[src/rtl/alu_share_arbiter.sv]
// alu_share_arbiter
// Shares one external combinational single-adder ALU between NUM_REQ
// requesters. Each operation takes three phases:
//   IDLE : round-robin arbitration, operands of the winner are latched
//   EXEC : latched operands drive the ALU for one cycle, result captured
//   RESP : result offered to the granted requester until it is taken
//
// Ports
//   clk, rst      : clock, synchronous active-high reset
//   req_valid     : per-requester operation request
//   req_ready     : per-requester accept (one-hot or zero, IDLE only)
//   req_a, req_b  : packed operands, requester i at [i*DW +: DW]
//   req_op        : packed alu_control codes, requester i at [i*2 +: 2]
//   rsp_valid     : per-requester result valid (one-hot or zero)
//   rsp_ready     : per-requester result accept
//   rsp_y         : shared result bus, qualified by rsp_valid
//   alu_a, alu_b  : registered operands to the ALU
//   alu_control   : registered op code to the ALU
//   alu_y         : combinational result from the ALU
//   busy          : high while an operation is in EXEC or RESP
//   op_count      : completed operations, wraps modulo 2^CNT_W

module alu_share_arbiter #(
  parameter int DW      = 32,
  parameter int NUM_REQ = 4,
  parameter int CNT_W   = 16
) (
  input  logic                  clk,
  input  logic                  rst,
  input  logic [NUM_REQ-1:0]    req_valid,
  output logic [NUM_REQ-1:0]    req_ready,
  input  logic [NUM_REQ*DW-1:0] req_a,
  input  logic [NUM_REQ*DW-1:0] req_b,
  input  logic [NUM_REQ*2-1:0]  req_op,
  output logic [NUM_REQ-1:0]    rsp_valid,
  input  logic [NUM_REQ-1:0]    rsp_ready,
  output logic [DW-1:0]         rsp_y,
  output logic [DW-1:0]         alu_a,
  output logic [DW-1:0]         alu_b,
  output logic [1:0]            alu_control,
  input  logic [DW-1:0]         alu_y,
  output logic                  busy,
  output logic [CNT_W-1:0]      op_count
);

  localparam int GW = (NUM_REQ > 1) ? $clog2(NUM_REQ) : 1;

  typedef enum logic [1:0] {
    IDLE = 2'd0,
    EXEC = 2'd1,
    RESP = 2'd2
  } state_t;

  state_t        state;
  logic [GW-1:0] last_q;
  logic [GW-1:0] g_q;
  logic [GW-1:0] win;
  logic          win_found;

  // Round-robin search: start one past the last completed grant and wrap,
  // so the requester served most recently gets the lowest priority.
  always_comb begin
    win       = '0;
    win_found = 1'b0;
    for (int k = 1; k <= NUM_REQ; k++) begin
      if (!win_found && req_valid[(int'(last_q) + k) % NUM_REQ]) begin
        win_found = 1'b1;
        win       = GW'((int'(last_q) + k) % NUM_REQ);
      end
    end
  end

  // Accept is combinational so the handshake completes in the same IDLE
  // cycle the request is seen; it is never raised outside IDLE.
  always_comb begin
    req_ready = '0;
    if (state == IDLE && win_found) begin
      req_ready[win] = 1'b1;
    end
  end

  assign busy = (state != IDLE);

  // Main sequencer. The ALU operand registers double as the latched
  // request, so they stay stable from EXEC until the next acceptance.
  // The pointer only moves when a response is taken, which means an
  // operation abandoned by reset leaves no trace in priority or count.
  always_ff @(posedge clk) begin
    if (rst) begin
      state       <= IDLE;
      g_q         <= '0;
      last_q      <= GW'(NUM_REQ - 1);
      alu_a       <= '0;
      alu_b       <= '0;
      alu_control <= '0;
      rsp_y       <= '0;
      rsp_valid   <= '0;
      op_count    <= '0;
    end else begin
      case (state)
        IDLE: begin
          if (win_found) begin
            alu_a       <= req_a[int'(win)*DW +: DW];
            alu_b       <= req_b[int'(win)*DW +: DW];
            alu_control <= req_op[int'(win)*2 +: 2];
            g_q         <= win;
            state       <= EXEC;
          end
        end
        EXEC: begin
          rsp_y     <= alu_y;
          rsp_valid <= NUM_REQ'(1) << g_q;
          state     <= RESP;
        end
        RESP: begin
          if (rsp_ready[g_q]) begin
            rsp_valid <= '0;
            last_q    <= g_q;
            op_count  <= op_count + 1'b1;
            state     <= IDLE;
          end
        end
        default: begin
          rsp_valid <= '0;
          state     <= IDLE;
        end
      endcase
    end
  end

endmodule

[config.mk]
export PLATFORM = sky130hd
export DESIGN_NAME = alu_share_arbiter
export DESIGN_NICKNAME = d
export VERILOG_FILES = /design/src/rtl/alu_share_arbiter.sv
export SDC_FILE = /design/constraint.sdc
export NUM_CORES = 1
export LEC_CHECK = 0
export CAP_MARGIN = 20
export CELL_PAD_IN_SITES_DETAIL_PLACEMENT = 0
export CELL_PAD_IN_SITES_GLOBAL_PLACEMENT = 1
export CORE_MARGIN = 3
export CORE_UTILIZATION = 27
export CTS_BUF_LIST = sky130_fd_sc_hd__clkbuf_8
export DETAILED_ROUTE_END_ITERATION = 8
export HOLD_SLACK_MARGIN = 0.02
export PLACE_DENSITY_LB_ADDON = 0.1
export SLEW_MARGIN = 25
export SYNTH_ARGS = -nofsm -noshare
export SYNTH_HDL_FRONTEND = slang
export SYNTH_SLANG_ARGS = --single-unit
[constraint.sdc]
create_clock -name clk -period 1.99 [get_ports clk]
set_input_delay 0.199 -clock clk [delete_from_list [all_inputs] [get_ports clk]]
set_output_delay 0.199 -clock clk [all_outputs]
set_load 0.005 [all_outputs]
==> run metrics, run 1 <==
CTS tree=built; ANT nets after route=0; P_leak=between 4 and 5 nW; YS warnings=0; number of synthesized flops with an enable pin=0; PnR worst setup slack=roughly 0.055 ns; max cap viols=0; worst reg2reg path endpoint=op_count[4]$_SDFFE_PP0P_; CP Capture Type=primary output; final core utilization=47.5%; CTS root buffer=clkbuf_8; CTS clock-pin slew for the worst setup and hold paths=0.08 ns; GPL Wtd Cong=around 0.78; FF-to-FF Start=g_q[0]$_SDFFE_PP0P_; # clock sinks=around 120; synth unique cells=42; total die area=about 0.029 mm²; DRT iter0 DRCs=343; Post-CTS Hold Buffers=0; vias in the first global route=7853; unrepaired setup endpoints after global routing=true; dpl hpwl=around 22000 µm; initial antenna violation count=5; Total GRT Usage=between 20% and 30%; Reg area=0.00249 mm²; Tmin final=1.93 ns; hold path depth=2; Max FO, Critical Path=6; Tot Pwr=around 8 mW; worst slew pin tran=approximately 0.62 ns; Final Max Tran Viols=0; period utilisation layout=a little under 100%; Syn Area/Cell=around 8.1 µm²; cell row count=a little under 60; commonest non-fill, non-tap cell in the layout=clkdlybuf4s50_1; pre-CTS WS=-0.418 ns; Core Region=~0.026 mm²; PD cells=between 600 and 700 mW/mm²; hold path endpoint=state[0]$_SDFFE_PP0P_; drt pass-1 iters=4; Syn Nets=approximately 1200; asr flop ratio synth=0%; # fillers=around 2700; Hold Startpoint=rst; Hold WC Path Type=input pin to flop; status=completed; # DRC=0; CP arrival=roughly 1.7 ns; drt wl/cell=~18 µm; most frequent cells in the layout=clkdlybuf4s50_1 (419), nand2_1 (142), dfxtp_1 (122), inv_1 (71), and4_1 (68); Final nets=about 1600; Data required, critical path=1.79 ns; final WL=30300 µm; post-synthesis sequential area ratio=approximately 35%; num ports=429; pin count of the biggest net entering global routing=75; Post-Syn Instances=888; crit path launch type=flop; VDD IR max=between 0.3 and 0.4 mV; Die Y=roughly 170 µm; width of the die=roughly 170 µm; layout cell share with drive strength beyond 1=a little over a tenth; r2r worst-path depth=5; Final Skew=0.0172 ns; FMAX=about 0.52 GHz; detailed-route via count=~8000; first-pass GRT wire length=~45000 µm; multi-input logic area=~0.004 mm²; grt ovf=0; CP Class=flop to primary output; R2R Setup Slk=roughly 0.12 ns; TritonCTS buffer count=17; Clk Latency, worst-skew pair=0.44 ns; H-tree levels=4; relative slew slack=58.9%; Area Overhead vs Synth=72.9%; Via density=between 4 and 5; Synth Register Bits=124; Mapped Area=~0.0072 mm²; Synth Flop Type=dfxtp_1; Buffers on Ports=428; Final setup violation count=0; Max Root-Sink Buffers=2; Initial Util=between 20% and 30%; Hold Vio Cnt, Final=0
[report_power, final]
| part | internal [mW] | total [mW] | leakage, nW | switching (mW) |
|---|---|---|---|---|
| Sequential | 2.75 | 2.90 | 1.02 | 0.147 |
| Clock | 1.27 | 2.51 | 0.216 | 1.24 |
| Combinational | 1.54 | 2.63 | 3.62 | 1.09 |
[critical path: stages, from the launching register on]
cell,delay (ns)
dfxtp_2,0.35
nand2b_4,0.15
a21o_4,0.23
and3_1,0.20
nor2_1,0.13
dlygate4sd2_1,0.25
[synthesized netlist by cell type (2+ instances only)]
cell / n / share of area [%]
or3_1: 4 / 0.35
o21ai_2: 40 / 4.9
clkbuf_1: 46 / 2.4
a32oi_1: 2 / 0.24
buf_1: 9 / 0.47
nand2b_1: 4 / 0.35
dfxtp_1: 124 / 35
a22oi_1: 2 / 0.21
o21ai_0: 31 / 2.2
nor3_1: 2 / 0.14
mux2i_1: 66 / 9.2
a31oi_1: 66 / 5.7
and3_1: 4 / 0.35
nand2_1: 144 / 7.5
buf_4: 10 / 1.0
and4_1: 68 / 8.3
a21oi_1: 40 / 2.8
buf_6: 10 / 1.6
nor2_1: 26 / 1.4
xnor2_1: 2 / 0.24
nand3_1: 8 / 0.56
nand4_1: 4 / 0.35
nor2b_1: 4 / 0.35
o211ai_1: 67 / 7.0
xor2_1: 9 / 1.1
inv_1: 70 / 3.7
buf_2: 11 / 0.77
[flip-flops by register name, summed over array words and instances (netlist names)]
name and count:
rsp_y 32, state 2, alu_a 32, alu_control 2, rsp_valid 4, last_q 2
op_count 16, g_q 2, alu_b 32
[metal layers]
layer,wire length (µm),global-route usage [%],vias up
li1,-,-,3998
met2,15500,35.8,282
met1,11800,22.5,3645
met4,506,6.08,0
met3,2540,6.83,26
met5,0,0,-
[how the worst max path moves through the flow]
stage	startpoint	endpoint	slack, ns	cells after the start
4_1_cts	last_q[0]$_SDFFE_PP1P_	req_ready[0]	0.01	5
6_report	last_q[0]$_SDFFE_PP1P_	req_ready[3]	0.06	5
3_3_place_gp	req_valid[3]	req_ready[2]	-0.41	7
2_1_floorplan	g_q[0]$_SDFFE_PP0P_	op_count[4]$_SDFFE_PP0P_	0.28	6
5_1_grt	last_q[0]$_SDFFE_PP1P_	req_ready[3]	-0.04	6
3_5_place_dp	req_valid[3]	req_ready[2]	-0.42	7
[through the flow]
step / instance area (µm²) / std cells / hold WS (ns) / setup TNS (ns)
floorplan: 7190 / 888 / 0.283 / 0
CTS: 12400 / 1635 / 0.0229 / 0
finish: 12400 / 1643 / 0.0635 / 0
global route: 12400 / 1642 / 0.0498 / -0.0692
detailed placement: 11900 / 1602 / 0.446 / -17.83
global placement: 11900 / 1602 / 0.442 / -16.73
[final cells by class]
type,count,area share [%]
inverters,70,2.12
diodes,6,0.121
flip-flops and latches,124,20.0
clock buffers,17,1.88
multi-input cells,607,32.7
well taps,335,3.37
clock inverters,15,1.53
repair buffers,469,38.3
[kinds of logic (layout without fill, tap and decap cells)]
group	count (synthesis)	in the layout	synth area share, %
AND/OR/NAND/NOR	274	274	20.5
multiplexers	67	67	9.51
AO/OA/AOI/OAI	254	254	23.7
other	0	6	0
flip-flops	124	124	34.5
buffers and inverters	157	571	10.2
XOR/XNOR	11	11	1.34
adder cells (fa/ha/maj)	1	1	0.174
[timing repair]
action	CTS	global route
pin swaps	3	1
resized for setup	19	7
setup buffers	1	2
setup endpoints to repair	4	7
(Power assumes the default switching activity.)
==> run 2: changes to the inputs <==
Settings changed: SKIP_CTS_REPAIR_TIMING from default to 1.
==> run metrics, run 2 (synthesis results as in run 1) <==
Tmin final=1.90 ns (was 1.93 ns); Final setup violation count=0 (unchanged); relative slew slack=59.6% (was 58.9%); H-tree levels=4 (unchanged); net switching power figure=2.48 mW (about the same); ANT nets after route=0 (unchanged); placed insts=1602 (unchanged); clock network power share=31.2% (was 31.3%); # clock sinks=124 (unchanged); # DRC=0 (unchanged); Max Root-Sink Buffers=2 (unchanged); total die area=0.0286 mm² (unchanged); commonest non-fill, non-tap cell in the layout=clkdlybuf4s50_1 (unchanged); drt wl/cell=18.4 µm (about the same); Die Y=169 µm (unchanged); Core Region=0.0261 mm² (unchanged); Max FO, Critical Path=4 (was 6); switching share of power=30.8% (about the same); Reg power frac=36.0% (about the same); PD cells=647 mW/mm² (about the same); pre-CTS WS=-0.418 ns (unchanged); DRT iter0 DRCs=355 (was 343); Buffers on Ports=428 (unchanged); final core utilization=47.6% (was 47.5%); drt pass-1 iters=4 (unchanged); grt met2 use=35.5% (was 35.8%); Total GRT Usage=20.0% (about the same); leading registers by flop count=alu_a: 32 flops, alu_b: 32 flops, rsp_y: 32 flops (unchanged); VDD IR max=0.337 mV (about the same); CTS root buffer=clkbuf_8 (unchanged); Gate power share=32.8% (was 32.7%); max cap viols=0 (unchanged); CP arrival=1.70 ns (was 1.74 ns); FMAX=0.525 GHz (was 0.517 GHz); final WL=30300 µm (about the same); Clk Latency, worst-skew pair=0.44 ns (about the same); global routing usage on met1=22.5% (about the same); Tot Pwr=8.05 mW (was 8.04 mW); Final Skew=0.0155 ns (was 0.0172 ns); Hold WC Path Type=input pin to flop (unchanged); Area Overhead vs Synth=73.3% (was 72.9%); P_leak=4.89 nW (was 4.86 nW); Initial Util=27.5% (unchanged); layout cell share with drive strength beyond 1=10.8% (was 10.6%); CP Class=input pin to primary output (was flop to primary output); num ports=429 (unchanged); Data required, critical path=1.79 ns (about the same); most frequent cells in the layout=clkdlybuf4s50_1 (421), nand2_1 (142), dfxtp_1 (122), inv_1 (71), and4_1 (68) (was clkdlybuf4s50_1 (419), nand2_1 (142), dfxtp_1 (122), inv_1 (71), and4_1 (68)); first-pass GRT wire length=44900 µm (was 45000 µm); final cell count without fillers=1642 (was 1643); Via density=4.84 (about the same); status=completed (unchanged); Int Power=5.57 mW (was 5.56 mW); CTS clock-pin slew for the worst setup and hold paths=0.08 ns (about the same); GR peak layer=met2 (unchanged); detailed-route via count=7945 (was 7951); Final Max Tran Viols=0 (unchanged); Hold Vio Cnt, Final=0 (unchanged); CTS tree=built (unchanged); initial antenna violation count=5 (unchanged); cell row count=59 (unchanged); PnR worst setup slack=0.0866 ns (was 0.0551 ns); pin count of the biggest net entering global routing=75 (unchanged); CP Capture Type=primary output (unchanged); width of the die=169 µm (unchanged); TritonCTS buffer count=17 (unchanged); grt ovf=0 (unchanged); GPL Wtd Cong=0.778 (unchanged); vias in the first global route=7812 (was 7853); GR met3 Demand/Resource=6.94% (was 6.83%); dpl hpwl=22400 µm (unchanged); worst slew pin tran=0.605 ns (was 0.616 ns); crit path launch type=input pin (was flop); TNS Setup=0 ns (unchanged); Final nets=1596 (unchanged); period utilisation layout=95.6% (was 97.2%)
==> run 2: cell types whose count changed in the layout (fill, tap and decap cells not counted), moves of 2 or more <==
cell,delta
clkdlybuf4s50_1,+2
dlygate4sd2_1,-6
buf_2,+2
dlymetal6s2s_1,+3
==> run 2: critical path, stage by stage <==
cell,delay (ns)
clkdlybuf4s50_1,0.49
or4_4,0.55
and2_4,0.18
nand2_2,0.10
nor2_2,0.05
dlymetal6s2s_1,0.14
==> run 2: area by class of cell <==
class,count,area (µm²)
fill,2662,13700
timing repair buffer,469,4770
multi-input combinational,607,4080
sequential,124,2490
tap,335,419
inverter,70,263
clock buffer,17,234
clock inverter,15,190
antenna,5,12.5
==> run 2: stage by stage <==
stage	instance area [µm²]	hold slack (ns)
2_1_floorplan	7190	0.283
3_3_place_gp	11900	0.442
3_5_place_dp	11900	0.446
4_1_cts	12300	0.0229
5_1_grt	12500	0.0387
6_report	12500	0.0593
==> run 2: path summary, 6_finish.rpt <==
kind,from,to,slack (ns),depth (start not counted)
hold / removal,rst,state[0]$_SDFFE_PP0P_,0.06,2
hold reg to reg,rsp_y[29]$_SDFFE_PP0P_,rsp_y[29]$_SDFFE_PP0P_,0.46,2
setup reg to reg,g_q[0]$_SDFFE_PP0P_,op_count[4]$_SDFFE_PP0P_,0.11,5
setup / recovery,req_valid[2],req_ready[2],0.09,6
==> run 2: per-layer routing <==
layer,wire length [µm],vias up,share of wire [%]
met3,2660,24,8.8
met1,11700,3641,39
met4,483,0,1.6
met2,15500,286,51
li1,-,3994,-
met5,0,-,0
==> run 2: power groups by stage <==
stage | Sequential [mW] | Clock [mW] | Combinational [mW]
6_report | 2.90 | 2.51 | 2.64
5_1_grt | 2.93 | 2.68 | 2.86
4_1_cts | 2.90 | 2.61 | 2.66
3_5_place_dp | 2.95 | 0 | 2.65
3_3_place_gp | 2.94 | 0 | 2.64
2_1_floorplan | 2.96 | 0 | 1.07
